File: config.mk
export PLATFORM = sky130hd
export DESIGN_NAME = mult_wb_arbiter_flat
export DESIGN_NICKNAME = d
export VERILOG_FILES = /design/src/rtl/mult_wb_arbiter_if.sv /design/src/rtl/mult_wb_arbiter.sv /design/src/flat_wrapper.sv
export SDC_FILE = /design/constraint.sdc
export NUM_CORES = 1
export LEC_CHECK = 0
export ABC_AREA = 1
export CORE_UTILIZATION = 45
export CTS_CLUSTER_SIZE = 24
export DETAILED_ROUTE_END_ITERATION = 10
export DONT_BUFFER_PORTS = 1
export SLEW_MARGIN = 5
export SYNTH_ARGS = -nofsm -noshare
export SYNTH_HDL_FRONTEND = slang
export SYNTH_SLANG_ARGS = --single-unit
File: constraint.sdc
create_clock -name clk -period 4.4 [get_ports clk]
set_clock_uncertainty 0.1 [all_clocks]
set_input_delay 0.66 -clock clk [delete_from_list [all_inputs] [get_ports clk]]
set_output_delay 0.66 -clock clk [all_outputs]
set_load 0.01 [all_outputs]
File: src/rtl/mult_wb_arbiter_if.sv
// ---------------------------------------------------------------------------
// mult_wb_arbiter_if
//   Bundles the buses around the multiplier writeback arbiter:
//     - multiplier result stream (mult_valid_i, mult_rd_addr_i, mult_rd_data_i)
//       and the multiplier's in-flight destination flags (mult_flags_i)
//     - main-pipeline writeback (wb_valid_i, wb_rd_addr_i, wb_rd_data_i)
//     - ID-stage operand/destination info (id_*) and the stall reply (stall_o)
//     - register-file write port (rf_we_o, rf_waddr_o, rf_wdata_o)
//     - status (pending_flags_o, fifo_count_o, credits_o)
//   Optional macro MULT_WB_FWD_EN adds the forwarding outputs
//   fwd_rs1_hit_o/fwd_rs2_hit_o and fwd_rs1_data_o/fwd_rs2_data_o.
//   Modports: slave = the arbiter, master = the surrounding pipeline.
// ---------------------------------------------------------------------------
interface mult_wb_arbiter_if #(
    parameter int CNT_W = 3
);
    logic             mult_valid_i;
    logic [4:0]       mult_rd_addr_i;
    logic [31:0]      mult_rd_data_i;
    logic [31:0]      mult_flags_i;
    logic             wb_valid_i;
    logic [4:0]       wb_rd_addr_i;
    logic [31:0]      wb_rd_data_i;
    logic             id_valid_i;
    logic             id_is_mult_i;
    logic [4:0]       id_rs1_addr_i;
    logic [4:0]       id_rs2_addr_i;
    logic [4:0]       id_rd_addr_i;
    logic             rf_we_o;
    logic [4:0]       rf_waddr_o;
    logic [31:0]      rf_wdata_o;
    logic             stall_o;
    logic [31:0]      pending_flags_o;
    logic [CNT_W-1:0] fifo_count_o;
    logic [CNT_W-1:0] credits_o;
`ifdef MULT_WB_FWD_EN
    logic             fwd_rs1_hit_o;
    logic             fwd_rs2_hit_o;
    logic [31:0]      fwd_rs1_data_o;
    logic [31:0]      fwd_rs2_data_o;
`endif

    modport slave (
`ifdef MULT_WB_FWD_EN
        output fwd_rs1_hit_o, fwd_rs2_hit_o, fwd_rs1_data_o, fwd_rs2_data_o,
`endif
        input  mult_valid_i, mult_rd_addr_i, mult_rd_data_i, mult_flags_i,
        input  wb_valid_i, wb_rd_addr_i, wb_rd_data_i,
        input  id_valid_i, id_is_mult_i, id_rs1_addr_i, id_rs2_addr_i, id_rd_addr_i,
        output rf_we_o, rf_waddr_o, rf_wdata_o,
        output stall_o, pending_flags_o, fifo_count_o, credits_o
    );

    modport master (
`ifdef MULT_WB_FWD_EN
        input  fwd_rs1_hit_o, fwd_rs2_hit_o, fwd_rs1_data_o, fwd_rs2_data_o,
`endif
        output mult_valid_i, mult_rd_addr_i, mult_rd_data_i, mult_flags_i,
        output wb_valid_i, wb_rd_addr_i, wb_rd_data_i,
        output id_valid_i, id_is_mult_i, id_rs1_addr_i, id_rs2_addr_i, id_rd_addr_i,
        input  rf_we_o, rf_waddr_o, rf_wdata_o,
        input  stall_o, pending_flags_o, fifo_count_o, credits_o
    );
endinterface

File: src/rtl/mult_wb_arbiter.sv
// ---------------------------------------------------------------------------
// mult_wb_arbiter
//   Merges multiplier results and main-pipeline writebacks onto the single
//   register-file write port. Main writebacks have priority; multiplier
//   results that lose are parked in an in-order FIFO (the multiplier cannot
//   stall). An issue-credit counter keeps the FIFO from overflowing, and the
//   block generates the ID-stage stall for RAW/WAW hazards on destinations
//   still inside the multiplier or waiting here.
//
//   Ports:
//     clk, rst  clock, synchronous active-high reset
//     bus       mult_wb_arbiter_if.slave (see interface for signal list)
//
//   Parameters:
//     FIFO_DEPTH  result buffer entries (power of 2, >= 2)
//     CNT_W       width of count/credit fields (>= log2(FIFO_DEPTH)+1)
//
//   Optional macro MULT_WB_FWD_EN: RAW hits on entries held here (FIFO or
//   output stage) are forwarded combinationally instead of stalling.
// ---------------------------------------------------------------------------
module mult_wb_arbiter #(
    parameter int FIFO_DEPTH = 4,
    parameter int CNT_W      = 3
) (
    input logic              clk,
    input logic              rst,
    mult_wb_arbiter_if.slave bus
);
    localparam int               PTR_W   = (FIFO_DEPTH > 1) ? $clog2(FIFO_DEPTH) : 1;
    localparam logic [CNT_W-1:0] DEPTH_C = CNT_W'(FIFO_DEPTH);

    // Result buffer: data storage is not reset, only the pointers/count.
    logic [4:0]       fifo_addr [FIFO_DEPTH];
    logic [31:0]      fifo_data [FIFO_DEPTH];
    logic [PTR_W-1:0] rd_ptr;
    logic [PTR_W-1:0] wr_ptr;
    logic [CNT_W-1:0] count;
    logic [CNT_W-1:0] credits;

    // Output stage
    logic             out_we_p1;
    logic             out_mult_p1;
    logic [4:0]       out_waddr_p1;
    logic [31:0]      out_wdata_p1;

    // Arbitration decisions for the current cycle
    logic             wb_go_p0;
    logic             mult_go_p0;
    logic             fifo_ne_p0;
    logic             fifo_full_p0;
    logic             pop_p0;
    logic             bypass_p0;
    logic             push_req_p0;
    logic             push_p0;
    logic             push_drop_p0;
    logic             emit_p0;
    logic             credit_inc_p0;
    logic             credit_dec_p0;

    logic [FIFO_DEPTH-1:0] entry_vld;
    logic [31:0]           pending_flags;
    logic [31:0]           raw_flags;
    logic [31:0]           waw_flags;
    logic                  stall;

    function automatic logic [31:0] addr_flag(input logic [4:0] a);
        return 32'd1 << a;
    endfunction

    // Saturating credit update; a simultaneous return and issue cancel out.
    function automatic logic [CNT_W-1:0] credit_next(input logic [CNT_W-1:0] cur,
                                                     input logic             inc,
                                                     input logic             dec);
        if (inc && dec) return cur;
        if (inc)        return (cur == DEPTH_C) ? cur : cur + 1'b1;
        if (dec)        return (cur == '0) ? cur : cur - 1'b1;
        return cur;
    endfunction

    // ---- stage p0: arbitration ----
    always_comb begin
        wb_go_p0      = bus.wb_valid_i && (bus.wb_rd_addr_i != 5'd0);
        mult_go_p0    = bus.mult_valid_i && (bus.mult_rd_addr_i != 5'd0);
        fifo_ne_p0    = (count != '0);
        fifo_full_p0  = (count == DEPTH_C);
        pop_p0        = !wb_go_p0 && fifo_ne_p0;
        // Bypass only when the FIFO is empty, so ordering is preserved.
        bypass_p0     = !wb_go_p0 && !fifo_ne_p0 && mult_go_p0;
        push_req_p0   = mult_go_p0 && !bypass_p0;
        // A pop in the same cycle frees the slot the push lands in.
        push_p0       = push_req_p0 && (!fifo_full_p0 || pop_p0);
        push_drop_p0  = push_req_p0 && fifo_full_p0 && !pop_p0;
        emit_p0       = wb_go_p0 || pop_p0 || bypass_p0;
        credit_inc_p0 = pop_p0 || bypass_p0;
        credit_dec_p0 = bus.id_valid_i && bus.id_is_mult_i &&
                        (bus.id_rd_addr_i != 5'd0) && !stall;
    end

    // Pending destinations: live FIFO entries plus a mult write in the output stage.
    always_comb begin
        entry_vld     = '0;
        pending_flags = '0;
        for (int i = 0; i < FIFO_DEPTH; i++) begin
            entry_vld[i] = CNT_W'(PTR_W'(PTR_W'(i) - rd_ptr)) < count;
            if (entry_vld[i]) pending_flags = pending_flags | addr_flag(fifo_addr[i]);
        end
        if (out_we_p1 && out_mult_p1) pending_flags = pending_flags | addr_flag(out_waddr_p1);
    end

    // Hazard detection
    always_comb begin
`ifdef MULT_WB_FWD_EN
        // Hits on locally held entries are forwarded, so only in-flight
        // multiplier destinations cause a RAW stall.
        raw_flags = bus.mult_flags_i;
`else
        raw_flags = bus.mult_flags_i | pending_flags;
`endif
        waw_flags = bus.mult_flags_i | pending_flags;
        stall = bus.id_valid_i && (
                    (bus.id_is_mult_i && (bus.id_rd_addr_i != 5'd0) && (credits == '0)) ||
                    ((bus.id_rs1_addr_i != 5'd0) && raw_flags[bus.id_rs1_addr_i]) ||
                    ((bus.id_rs2_addr_i != 5'd0) && raw_flags[bus.id_rs2_addr_i]) ||
                    ((bus.id_rd_addr_i  != 5'd0) && waw_flags[bus.id_rd_addr_i]));
    end

`ifdef MULT_WB_FWD_EN
    logic [31:0] fwd1_data;
    logic [31:0] fwd2_data;

    // WAW stalling keeps at most one held entry per rd, so first match is the only match.
    always_comb begin
        fwd1_data = '0;
        fwd2_data = '0;
        for (int i = 0; i < FIFO_DEPTH; i++) begin
            if (entry_vld[i] && (fifo_addr[i] == bus.id_rs1_addr_i)) fwd1_data = fifo_data[i];
            if (entry_vld[i] && (fifo_addr[i] == bus.id_rs2_addr_i)) fwd2_data = fifo_data[i];
        end
        if (out_we_p1 && out_mult_p1 && (out_waddr_p1 == bus.id_rs1_addr_i)) fwd1_data = out_wdata_p1;
        if (out_we_p1 && out_mult_p1 && (out_waddr_p1 == bus.id_rs2_addr_i)) fwd2_data = out_wdata_p1;
    end

    assign bus.fwd_rs1_hit_o  = (bus.id_rs1_addr_i != 5'd0) && pending_flags[bus.id_rs1_addr_i];
    assign bus.fwd_rs2_hit_o  = (bus.id_rs2_addr_i != 5'd0) && pending_flags[bus.id_rs2_addr_i];
    assign bus.fwd_rs1_data_o = fwd1_data;
    assign bus.fwd_rs2_data_o = fwd2_data;
`endif

    // ---- stage p1: FIFO, credits and output register ----
    always_ff @(posedge clk) begin
        if (push_p0) begin
            fifo_addr[wr_ptr] <= bus.mult_rd_addr_i;
            fifo_data[wr_ptr] <= bus.mult_rd_data_i;
        end
    end

    always_ff @(posedge clk) begin
        if (rst) begin
            rd_ptr  <= '0;
            wr_ptr  <= '0;
            count   <= '0;
            credits <= DEPTH_C;
        end else begin
            if (pop_p0)  rd_ptr <= rd_ptr + 1'b1;
            if (push_p0) wr_ptr <= wr_ptr + 1'b1;
            case ({push_p0, pop_p0})
                2'b10:   count <= count + 1'b1;
                2'b01:   count <= count - 1'b1;
                default: count <= count;
            endcase
            credits <= credit_next(credits, credit_inc_p0, credit_dec_p0);
        end
    end

    always_ff @(posedge clk) begin
        if (rst) begin
            out_we_p1    <= 1'b0;
            out_mult_p1  <= 1'b0;
            out_waddr_p1 <= '0;
            out_wdata_p1 <= '0;
        end else begin
            out_we_p1   <= emit_p0;
            out_mult_p1 <= pop_p0 || bypass_p0;
            // Address/data hold their last value on idle cycles.
            if (wb_go_p0) begin
                out_waddr_p1 <= bus.wb_rd_addr_i;
                out_wdata_p1 <= bus.wb_rd_data_i;
            end else if (pop_p0) begin
                out_waddr_p1 <= fifo_addr[rd_ptr];
                out_wdata_p1 <= fifo_data[rd_ptr];
            end else if (bypass_p0) begin
                out_waddr_p1 <= bus.mult_rd_addr_i;
                out_wdata_p1 <= bus.mult_rd_data_i;
            end
        end
    end

`ifndef SYNTHESIS
    always @(posedge clk) begin
        if (!rst) begin
            assert (!push_drop_p0)
                else $error("mult_wb_arbiter: result for rd=%0d dropped, buffer full",
                            bus.mult_rd_addr_i);
        end
    end
`endif

    assign bus.rf_we_o         = out_we_p1;
    assign bus.rf_waddr_o      = out_waddr_p1;
    assign bus.rf_wdata_o      = out_wdata_p1;
    assign bus.stall_o         = stall;
    assign bus.pending_flags_o = pending_flags;
    assign bus.fifo_count_o    = count;
    assign bus.credits_o       = credits;
endmodule

File: src/flat_wrapper.sv
// flat-port wrapper written by rule: the top's interface ports become plain ports
module mult_wb_arbiter_flat 
#(
    parameter int FIFO_DEPTH = 4,
    parameter int CNT_W      = 3
)
  (clk, rst, bus_mult_valid_i, bus_mult_rd_addr_i, bus_mult_rd_data_i, bus_mult_flags_i, bus_wb_valid_i, bus_wb_rd_addr_i, bus_wb_rd_data_i, bus_id_valid_i, bus_id_is_mult_i, bus_id_rs1_addr_i, bus_id_rs2_addr_i, bus_id_rd_addr_i, bus_rf_we_o, bus_rf_waddr_o, bus_rf_wdata_o, bus_stall_o, bus_pending_flags_o, bus_fifo_count_o, bus_credits_o);
  mult_wb_arbiter_if #(.CNT_W(CNT_W)) bus_i ();
  input logic clk;
  input logic rst;
  input wire logic [$bits(bus_i.mult_valid_i)-1:0] bus_mult_valid_i;
  input wire logic [$bits(bus_i.mult_rd_addr_i)-1:0] bus_mult_rd_addr_i;
  input wire logic [$bits(bus_i.mult_rd_data_i)-1:0] bus_mult_rd_data_i;
  input wire logic [$bits(bus_i.mult_flags_i)-1:0] bus_mult_flags_i;
  input wire logic [$bits(bus_i.wb_valid_i)-1:0] bus_wb_valid_i;
  input wire logic [$bits(bus_i.wb_rd_addr_i)-1:0] bus_wb_rd_addr_i;
  input wire logic [$bits(bus_i.wb_rd_data_i)-1:0] bus_wb_rd_data_i;
  input wire logic [$bits(bus_i.id_valid_i)-1:0] bus_id_valid_i;
  input wire logic [$bits(bus_i.id_is_mult_i)-1:0] bus_id_is_mult_i;
  input wire logic [$bits(bus_i.id_rs1_addr_i)-1:0] bus_id_rs1_addr_i;
  input wire logic [$bits(bus_i.id_rs2_addr_i)-1:0] bus_id_rs2_addr_i;
  input wire logic [$bits(bus_i.id_rd_addr_i)-1:0] bus_id_rd_addr_i;
  output wire logic [$bits(bus_i.rf_we_o)-1:0] bus_rf_we_o;
  output wire logic [$bits(bus_i.rf_waddr_o)-1:0] bus_rf_waddr_o;
  output wire logic [$bits(bus_i.rf_wdata_o)-1:0] bus_rf_wdata_o;
  output wire logic [$bits(bus_i.stall_o)-1:0] bus_stall_o;
  output wire logic [$bits(bus_i.pending_flags_o)-1:0] bus_pending_flags_o;
  output wire logic [$bits(bus_i.fifo_count_o)-1:0] bus_fifo_count_o;
  output wire logic [$bits(bus_i.credits_o)-1:0] bus_credits_o;
  assign bus_i.mult_valid_i = bus_mult_valid_i;
  assign bus_i.mult_rd_addr_i = bus_mult_rd_addr_i;
  assign bus_i.mult_rd_data_i = bus_mult_rd_data_i;
  assign bus_i.mult_flags_i = bus_mult_flags_i;
  assign bus_i.wb_valid_i = bus_wb_valid_i;
  assign bus_i.wb_rd_addr_i = bus_wb_rd_addr_i;
  assign bus_i.wb_rd_data_i = bus_wb_rd_data_i;
  assign bus_i.id_valid_i = bus_id_valid_i;
  assign bus_i.id_is_mult_i = bus_id_is_mult_i;
  assign bus_i.id_rs1_addr_i = bus_id_rs1_addr_i;
  assign bus_i.id_rs2_addr_i = bus_id_rs2_addr_i;
  assign bus_i.id_rd_addr_i = bus_id_rd_addr_i;
  assign bus_rf_we_o = bus_i.rf_we_o;
  assign bus_rf_waddr_o = bus_i.rf_waddr_o;
  assign bus_rf_wdata_o = bus_i.rf_wdata_o;
  assign bus_stall_o = bus_i.stall_o;
  assign bus_pending_flags_o = bus_i.pending_flags_o;
  assign bus_fifo_count_o = bus_i.fifo_count_o;
  assign bus_credits_o = bus_i.credits_o;
  mult_wb_arbiter #(.FIFO_DEPTH(FIFO_DEPTH), .CNT_W(CNT_W)) u_core (.clk(clk), .rst(rst), .bus(bus_i));
endmodule
Yosys cells after proc, flatten, opt, wreduce, memory -nomap -nowiden
Memories as Yosys holds them, arrays and structs flattened. A register that Yosys moved wholly into a read port is not among the register bits.
Index checks and enable logic that the tools add are counted.

word-level totals
  memory bits (writable) = 148
  input port bits = 127
  output and inout bits = 77
  memories kept = 2
  word-level logic and storage cells = 124
  register bits = 49

operators by class
  add/sub/neg operators = 10
  bitwise gates (word level) = 5
  shift-type cells = 5
  reductions and logical operators = 41
  $lt $le $gt $ge = 7
  multiplexer cells = 41
  equal/unequal tests = 5

memory list
  name              depth  bits a word  read ports  clocked after Yosys merged registers in  write ports  line                   RTL
  u_core.fifo_data  4      32           1           1                                        1            mult_wb_arbiter.sv:34  logic [31:0] fifo_data [FIFO_DEPTH];
  u_core.fifo_addr  4      5            5           1                                        1            mult_wb_arbiter.sv:33  logic [4:0] fifo_addr [FIFO_DEPTH];

operator list
  cell                    count
  $mux W32                8
  $or A32 B32 Y32         5
  $shl A1 B5 Y32 const A  5
  $reduce_bool A5 Y1      5
  $mux W3                 8
  $logic_and A1 B1 Y1     18
  $lt A5 B6 Y1 const B    3
  $bmux W1 S5             3
  $mux W5                 3
  $mux W1                 14
  $lt A2 B3 Y1            4
  $reduce_bool A3 Y1      3
  $mux W2                 4
  $logic_or A1 B1 Y1      7
  $add A3 B1 Y3 const B   2
  $eq A3 B3 Y1 const B    2
  $pmux W3 S2             1
  $sub A3 B1 Y3 const B   2
  $logic_not A1 Y1        5
  $add A2 B1 Y2 const B   2
  $ne A4 B4 Y1 const B    1
  $sub A1 B2 Y2 const A   2
  $sub A2 B2 Y2 const A   2
  $logic_not A3 Y1        1
  4 further kinds         4

Logic depth before layout (Yosys ltp)
Gate-level depths: netlist (run 1).

  depth in word-level cells = 32
  mapped depth = 27
  mapped depth without buffers = 27

Worst setup path before layout (run 1)
Ideal clock, no wire load.

  path kind = input to register
  start = input port bus_wb_rd_addr_i[2]
  end = memory u_core.fifo_addr[0][0], enable pin
  buffers on the path = 1
  required time = 3.869 ns
  setup slack = 0.673 ns
  arrival = 3.195 ns
  setup time = 0.431 ns
  stages = 8
  path through = nor3_1 -> nand2_1 -> nand2_1 -> clkbuf_1 -> nor4_1 -> nor3_1 -> inv_1 -> nor2_1

between the ends
  word-level cells in the longest chain between the ends = 10
  elaborated cells between the ends (all ways) = 12
  those cells by class = mux: 2; reduce/logical: 10

ends and longest elaborated chain
  element                            line                                          RTL
  start: declaration                 flat_wrapper.sv:16                            input wire logic [$bits(bus_i.wb_rd_addr_i)-1:0] bus_wb_rd_addr_i;
  $reduce_bool A5 Y1 (*)             mult_wb_arbiter.sv:82                         wb_go_p0 = bus.wb_valid_i && (bus.wb_rd_addr_i != 5'd0);
  $logic_and A1 B1 Y1 (*)            mult_wb_arbiter.sv:82
  $logic_not A1 Y1 (*)               mult_wb_arbiter.sv:86, mult_wb_arbiter.sv:88
  $logic_and A1 B1 Y1 (2 in a row)   mult_wb_arbiter.sv:88                         bypass_p0 = !wb_go_p0 && !fifo_ne_p0 && mult_go_p0;
  $logic_not A1 Y1                   mult_wb_arbiter.sv:89                         push_req_p0 = mult_go_p0 && !bypass_p0;
  $logic_and A1 B1 Y1                mult_wb_arbiter.sv:89
  $logic_and A1 B1 Y1 (*)            mult_wb_arbiter.sv:91                         push_p0 = push_req_p0 && (!fifo_full_p0 || pop_p0);
  $mux W1 (*)                        mult_wb_arbiter.sv:151                        if (push_p0) begin
  $mux W1 (implied by the code) (*)  mult_wb_arbiter.sv:152                        fifo_addr[wr_ptr] <= bus.mult_rd_addr_i;
  end: declaration                   mult_wb_arbiter.sv:33

Mark *: on every way between the ends. The rest lies on a longest branch, timed or not.

Final worst setup path (run 1)
  start = register u_core.count[1] (netlist: u_core.bus.fifo_count_o[1])
  end = output port bus_stall_o

between the ends
  word-level cells in the longest chain between the ends = 18
  elaborated cells between the ends (all ways) = 27
  those cells by class = order compare: 4; mux: 11; bitwise: 5; reduce/logical: 7

ends and longest elaborated chain
  element                        line                                            RTL
  start: declaration             mult_wb_arbiter.sv:37                           logic [CNT_W-1:0] count;
  start signal: assignment       mult_wb_arbiter.sv:167                          2'b10: count <= count + 1'b1;
  start signal: assignment       mult_wb_arbiter.sv:168                          2'b01: count <= count - 1'b1;
  start signal: assignment       mult_wb_arbiter.sv:169                          default: count <= count;
  $lt A2 B3 Y1                   mult_wb_arbiter.sv:104                          entry_vld[i] = CNT_W'(PTR_W'(PTR_W'(i) - rd_ptr)) < count;
  $mux W32                       mult_wb_arbiter.sv:105                          if (entry_vld[i]) pending_flags = pending_flags | addr_flag(fifo_addr[i]);
  $or A32 B32 Y32                mult_wb_arbiter.sv:105
  $mux W32                       mult_wb_arbiter.sv:105
  $or A32 B32 Y32                mult_wb_arbiter.sv:105
  $mux W32                       mult_wb_arbiter.sv:105
  $or A32 B32 Y32                mult_wb_arbiter.sv:105
  $mux W32 (*)                   mult_wb_arbiter.sv:105
  (+2 left out)                  n/a
  $or A32 B32 Y32 (*)            mult_wb_arbiter.sv:117, mult_wb_arbiter.sv:119
  $bmux W1 S5                    mult_wb_arbiter.sv:122                          ((bus.id_rs1_addr_i != 5'd0) && raw_flags[bus.id_rs1_addr_i]) ||
  $mux W1 (implied by the code)  mult_wb_arbiter.sv:122
  $logic_and A1 B1 Y1            mult_wb_arbiter.sv:122
  $logic_or A1 B1 Y1             mult_wb_arbiter.sv:121                          (bus.id_is_mult_i && (bus.id_rd_addr_i != 5'd0) && (credits == '0)) ||
  $logic_or A1 B1 Y1             mult_wb_arbiter.sv:122
  $logic_or A1 B1 Y1 (*)         mult_wb_arbiter.sv:123                          ((bus.id_rs2_addr_i != 5'd0) && raw_flags[bus.id_rs2_addr_i]) ||
  $logic_and A1 B1 Y1 (*)        mult_wb_arbiter.sv:120                          stall = bus.id_valid_i && (
  end: declaration               flat_wrapper.sv:26                              output wire logic [$bits(bus_i.stall_o)-1:0] bus_stall_o;

Mark *: on every way between the ends. The rest lies on a longest branch, timed or not. The select of a mux whose other input is x is not followed.

==> key figures, run 1 <==
Global routing
  – Initial antenna violation count: 1
  – First-pass GRT wire length: 60600 µm
  – Largest net degree at the start of global routing: 75
  – GRT overflow: 0
  – Vias in the first global route: 10080
  – GRT Util Overall: 30.4%

Yosys
  – Syn. warnings: 0
  – Largest cells by area after synthesis: edfxtp_1, nand2_1, nor2_1, dfxtp_1, o21ai_0
  – Mapped Area: 11800 µm²
  – Yosys reg bits: 199
  – Register area share after synthesis: 46.4%
  – Share of the synthesized area in the top cell type: 37.7%
  – Post-synth cell types: 40
  – Post-Syn Nets: 1684
  – Cell count after synthesis: between 1500 and 2000
  – EDFF count, synth: between 100 and 150
  – Yosys top cell by area: edfxtp_1
  – Top FF cell, synth: edfxtp_1
  – Async SR Flop Fraction: 0%
  – Syn avg cell area: 7.62 µm²

Placed design
  – HPWL Detailed: 29500 µm
  – Dpl ws: ~0.40 ns
  – Buffers on Ports: 0
  – RD Place Congestion: around 1.1

Power
  – Leak: 4.98 nW
  – PD cells: 507 nW/µm²
  – Design Power: 6.46 mW
  – VDD IR-drop max: approximately 330 µV

Clock network
  – Worst-Skew Late Latency: 0.43 ns
  – CTS Buf Count: 17
  – Worst-path clk slew: 0.08 ns
  – CTS Buffer Depth: 2
  – Clock sink count: 199
  – Clock Tree Root: clkbuf_16
  – CTS tree: yes
  – H-tree depth: 4
  – Number of hold buffers added after cts: 0

Route
  – Post-Route WL: 40300 µm
  – Initial DRC count: between 1000 and 1500
  – Post-route ant nets: 0
  – Drc violations: 0
  – Avg Vias per Cell: 6.01
  – WL/cell: 21.8 µm
  – Via count: 11123
  – DR pass1 iterations: 6

Cells and area
  – Fin util: approximately half
  – Commonest non-fill, non-tap cell in the layout: nand2_1
  – # fillers: 2501
  – Multi-input gate area: 5540 µm²
  – Nets: 1647
  – Share of cells above drive strength 1: 8.68%
  – Commonest cells after routing, fill and taps aside: nand2_1, nor2_1, edfxtp_1
  – Area delta synth->final: 8.05%
  – Flip-flop and latch area: 5470 µm²

STA
  – Min cycle time layout: roughly 4.2 ns
  – Slew margin rel.: 15.3%
  – Max Fclk: 240 MHz
  – Fin crit share: 94.7%
  – Worst slew pin tran: about 1.3 ns
  – Worst hold margin: 0.178 ns
  – Setup WS post-layout: about 0.23 ns
  – Hold Vio Cnt, Final: 0
  – Final number of max-transition violations: 0
  – # setup viols final: 0

Setup path
  – Worst EP required: 3.64 ns
  – Worst Setup Path Type: reg -> out
  – Crit-path max FO: 15
  – Crit. End Element: output port
  – Startpoint types: flop
  – Worst EP arrival: 3.41 ns
  – Reg2Reg Depth: 23

Min path
  – Hold Crit Class: in -> reg
  – Hold Crit Depth: 1

Floorplanning
  – Die Width: 164 µm
  – Initial Utilization: a little under half
  – Core area: between 20000 and 30000 µm²
  – I/O pin cnt: 204
  – Die height: 164 µm
  – Die footprint: 26800 µm²
  – Std-Cell Rows: 58

Run
  – Max-capacitance violation count: 0

Outcome
  – Outcome: completed
Yosys cell counts (34+ instances only):
| cell | instances |
|---|---|
| nand2_1 | 289 |
| nand4_1 | 67 |
| o21ai_0 | 147 |
| edfxtp_1 | 148 |
| clkbuf_1 | 56 |
| a21oi_1 | 37 |
| inv_1 | 115 |
| nor2_1 | 285 |
| o22ai_1 | 34 |
| nand3_1 | 131 |
| a31oi_1 | 36 |
| dfxtp_1 | 51 |
report_power, final:
| group | total (mW) | internal (mW) | switching [mW] |
|---|---|---|---|
| combinational | 2.36 | 0.661 | 1.70 |
| clock | 1.56 | 0.771 | 0.793 |
| sequential | 2.53 | 2.29 | 0.243 |
logic make-up after synthesis:
logic type,after synthesis,synth area share [%]
buf+inv,208,7.33
xor+xnor,3,0.223
simple gates,836,31.2
compound gates,287,13.5
flops,199,46.4
fa+ha+maj,12,1.34
metrics by stage:
step	std cells	TNS [ns]	area [µm²]
after floorplan	1545	0	11800
after global placement	1815	0	12000
after detailed placement	1815	0	12000
after CTS	1847	0	12600
after global routing	1851	-0.0134	12700
final	1852	0	12700
repair_timing:
action                                  4_1_cts  5_1_grt
setup buffers                                 0        4
pin swaps                                     0        3
gates resized for setup                       1       15
endpoints found under the setup margin        1        1
worst paths after layout:
check,from,end,slack [ns]
min reg2reg,u_core.rd_ptr[0],flop,0.40
max reg2reg,u_core.bus.fifo_count_o[1],u_core.bus.credits_o[0],0.92
min,rst,u_core.bus.credits_o[1],0.18
max,u_core.bus.fifo_count_o[1],bus_stall_o,0.23
area by class of cell:
class | instances | area share, %
antenna | 1 | 0.0197
clock buffer | 18 | 3.37
clock inverter | 14 | 1.34
inverter | 125 | 3.71
multi-input combinational | 1138 | 43.6
sequential | 199 | 43.0
tap | 330 | 3.24
timing repair buffer | 27 | 1.79
flip-flops by register name, indices dropped and copies added (netlist names), 2 cells and up, named ones only:
name                     cells
u_core.bus.credits_o         3
u_core.bus.fifo_count_o      3
u_core.bus.rf_waddr_o        5
u_core.bus.rf_wdata_o       32
u_core.fifo_addr            20
u_core.fifo_data           128
u_core.rd_ptr                2
u_core.wr_ptr                2
per-layer routing:
layer  routed length [µm]  vias to the layer above  track usage, %
met5                    0                        -               0
met4                  837                        0            8.38
met3                 3850                       62            5.91
met2                18200                      585            47.4
met1                17400                     5258            42.9
li1                     -                     5218               -
critical path, cell delays in order, from the launching register on:
cell and delay [ns]:
dfxtp_2 0.42, inv_1 0.16, ha_1 0.33, inv_1 0.07, nor2_2 0.05, a21oi_4 0.41, nand2_2 0.16, nor2_1 0.12
nor2_1 0.10, nand3b_1 0.24, nand2_1 0.08, nand3_1 0.13, nand3_1 0.09, nand3_1 0.07, nand2_1 0.05, nand2_1 0.05
nand2_1 0.06, nor2_2 0.13, nor2_4 0.07, nor2_1 0.18
No activity file was read; power rests on OpenSTA's default activity.
==> run 2, diff against run 1 <==
CTS_BUF_LIST = sky130_fd_sc_hd__clkbuf_16   (was default)
CTS_CLUSTER_DIAMETER = 80   (was default)
==> key figures, run 2 (synthesis results as in run 1) <==
Power
  – Sw Share: 42.4% (about the same)
  – Int Pwr: 3.72 mW (about the same)
  – P_sw: 2.74 mW (about the same)
  – Leak: 4.98 nW (about the same)
  – VDD IR-drop max: 328 µV (-0.14%)
  – Design Power: 6.46 mW (about the same)
  – Logic gate share of total power: 36.6% (about the same)
  – Register share of total power: 39.2% (about the same)
  – PD cells: 507 nW/µm² (about the same)
  – Clk pwr share: 24.2% (about the same)

Floorplanning
  – Core area: 25400 µm² (unchanged)
  – Die Width: 164 µm (unchanged)
  – Die height: 164 µm (unchanged)
  – I/O pin cnt: 204 (unchanged)
  – Die footprint: 26800 µm² (unchanged)
  – Initial Utilization: 46.4% (unchanged)
  – Std-Cell Rows: 58 (unchanged)

STA
  – Worst hold margin: 0.178 ns (+0.000451 ns)
  – # setup viols final: 0 (unchanged)
  – Slew margin rel.: 15.6% (+0.36 points)
  – Hold Vio Cnt, Final: 0 (unchanged)
  – Min cycle time layout: 4.17 ns (+0.00172 ns)
  – Max Fclk: 240 MHz (about the same)
  – Final number of max-transition violations: 0 (unchanged)
  – Worst slew pin tran: 1.26 ns (-0.00533 ns)
  – Fin crit share: 94.8% (about the same)

Route
  – Initial DRC count: 1265 (unchanged)
  – Avg Vias per Cell: 6.00 (-0.14%)
  – Via count: 11107 (-0.14%)
  – Post-Route WL: 40300 µm (about the same)
  – WL/cell: 21.8 µm (about the same)
  – Drc violations: 0 (unchanged)
  – Post-route ant nets: 0 (unchanged)
  – DR pass1 iterations: 6 (unchanged)

Cells and area
  – Commonest cells after routing, fill and taps aside: nand2_1, nor2_1, edfxtp_1
  – Final instance area: 12700 µm² (unchanged)
  – Share of cells above drive strength 1: 8.68% (unchanged)
  – Nets: 1647 (unchanged)
  – Area delta synth->final: 8.05% (unchanged)
  – Fin util: 50.1% (unchanged)
  – Commonest non-fill, non-tap cell in the layout: nand2_1
  – Max FFs per register: 128 (unchanged)
  – Most flops, register: u_core.fifo_data

Setup path
  – Family with the most delay on the worst path: simple AND/OR/NAND/NOR gates
  – Crit. End Element: output port
  – Worst EP required: 3.64 ns (about the same)
  – Worst EP arrival: 3.41 ns (about the same)
  – Slowest stage cell on the critical path: dfxtp_2
  – Startpoint types: flop
  – Worst path cell trace: inv_1 -> ha_1 -> inv_1 -> nor2_2 -> a21oi_4 -> nand2_2 -> nor2_1 -> nor2_1 -> nand3b_1 -> nand2_1 -> nand3_1 -> nand3_1 -> nand3_1 -> nand2_1 -> nand2_1 -> nand2_1 -> nor2_2 -> nor2_4 -> nor2_1
  – Most common cell on crit path: nand2_1
  – R2R setup slack: 0.92 ns (about the same)
  – Worst Setup Path Type: reg -> out
  – Worst r2r src: u_core.bus.fifo_count_o[1]
  – Crit path largest cell delay: 0.42 ns (about the same)
  – Crit path from: u_core.bus.fifo_count_o[1]
  – Crit-path max FO: 15 (unchanged)
  – CP Buf/Inv Count: 2 (unchanged)

Global routing
  – GRT overflow: 0 (unchanged)
  – Vias in the first global route: 10080 (unchanged)
  – GRT Util Overall: 30.4% (unchanged)
  – Initial antenna violation count: 1 (unchanged)
  – Largest net degree at the start of global routing: 75 (unchanged)
  – First-pass GRT wire length: 60600 µm (unchanged)

Clock network
  – CTS Buffer Depth: 2 (unchanged)
  – CTS Buf Count: 17 (unchanged)
  – Worst-Skew Late Latency: 0.45 ns (+0.02 ns)
  – Clock Tree Root: clkbuf_16
  – CTS tree: yes
  – H-tree depth: 4 (unchanged)
  – Clock sink count: 199 (unchanged)
  – Worst-path clk slew: 0.08 ns (about the same)

Placed design
  – Buffers on Ports: 0 (unchanged)
  – Post-DP Area: 12000 µm² (unchanged)
  – HPWL Detailed: 29500 µm (unchanged)
  – RD Place Congestion: 1.07 (unchanged)

Run
  – Max-capacitance violation count: 0 (unchanged)

Outcome
  – Outcome: completed

Min path
  – Hold Crit Class: in -> reg
  – Origin of the worst min-delay path: rst
-- run 2: cell type report --
type | count | area [µm²]
Antenna cell | 1 | 2.50
Clock buffer | 17 | 425
Clock inverter | 15 | 174
Fill cell | 2501 | 12700
Inverter | 125 | 472
Multi-Input combinational cell | 1138 | 5540
Sequential cell | 199 | 5470
Tap cell | 330 | 413
Timing Repair Buffer | 27 | 228
-- run 2: layer usage --
metal | vias up | part of all wire [%] | track usage, %
met5 | - | 0 | 0
met4 | 0 | 2.0 | 8.38
met3 | 55 | 9.5 | 5.91
met2 | 584 | 45 | 47.4
met1 | 5250 | 43 | 42.9
li1 | 5218 | - | -
-- run 2: final timing paths --
| check | end | depth (start not counted) |
|---|---|---|
| setup / recovery | bus_stall_o | 19 |
| hold / removal | u_core.bus.credits_o[1] | 1 |
| setup reg to reg | u_core.bus.credits_o[0] | 23 |
| hold reg to reg | flop | 1 |
-- run 2: timing repair --
action | 4_1_cts | 5_1_grt
setup buffers | 0 | 4
hold buffers | 0 | 0
pin swaps | 0 | 3
endpoints found under the setup margin | 1 | 1
gates resized for setup | 1 | 15
-- run 2: power groups by stage --
stage	sequential, mW	clock [mW]	combinational, mW
floorplan	2.49	0	1.71
global placement	2.56	0	2.23
detailed placement	2.57	0	2.25
CTS	2.53	1.58	2.25
global route	2.56	1.65	2.60
finish	2.53	1.56	2.36
-- run 2: per-stage QoR --
stage | worst slack, ns | cells | setup TNS (ns)
2_1_floorplan | 0.673 | 1545 | 0
3_3_place_gp | 0.398 | 1815 | 0
3_5_place_dp | 0.398 | 1815 | 0
4_1_cts | 0.0147 | 1847 | 0
5_1_grt | -0.0134 | 1851 | -0.0134
6_report | 0.230 | 1852 | 0
-- run 2: worst register-to-register path, stage by stage (launching register included) --
cell and delay (ns):
dfxtp_2 0.42, inv_1 0.16, ha_1 0.35, nand3_2 0.18, nand3_2 0.30, nor2_1 0.07, nor2_1 0.36, nand4_1 0.13
nand2_1 0.09, inv_1 0.04, nand2_1 0.08, nand2_1 0.05, nand2_1 0.06, inv_1 0.03, nand2_1 0.10, nand2_1 0.06
nor2_1 0.08, nand2_1 0.10, nor2_4 0.18, nand3_4 0.13, nand2_2 0.12, inv_1 0.04, nor2_1 0.09, nor2_1 0.05
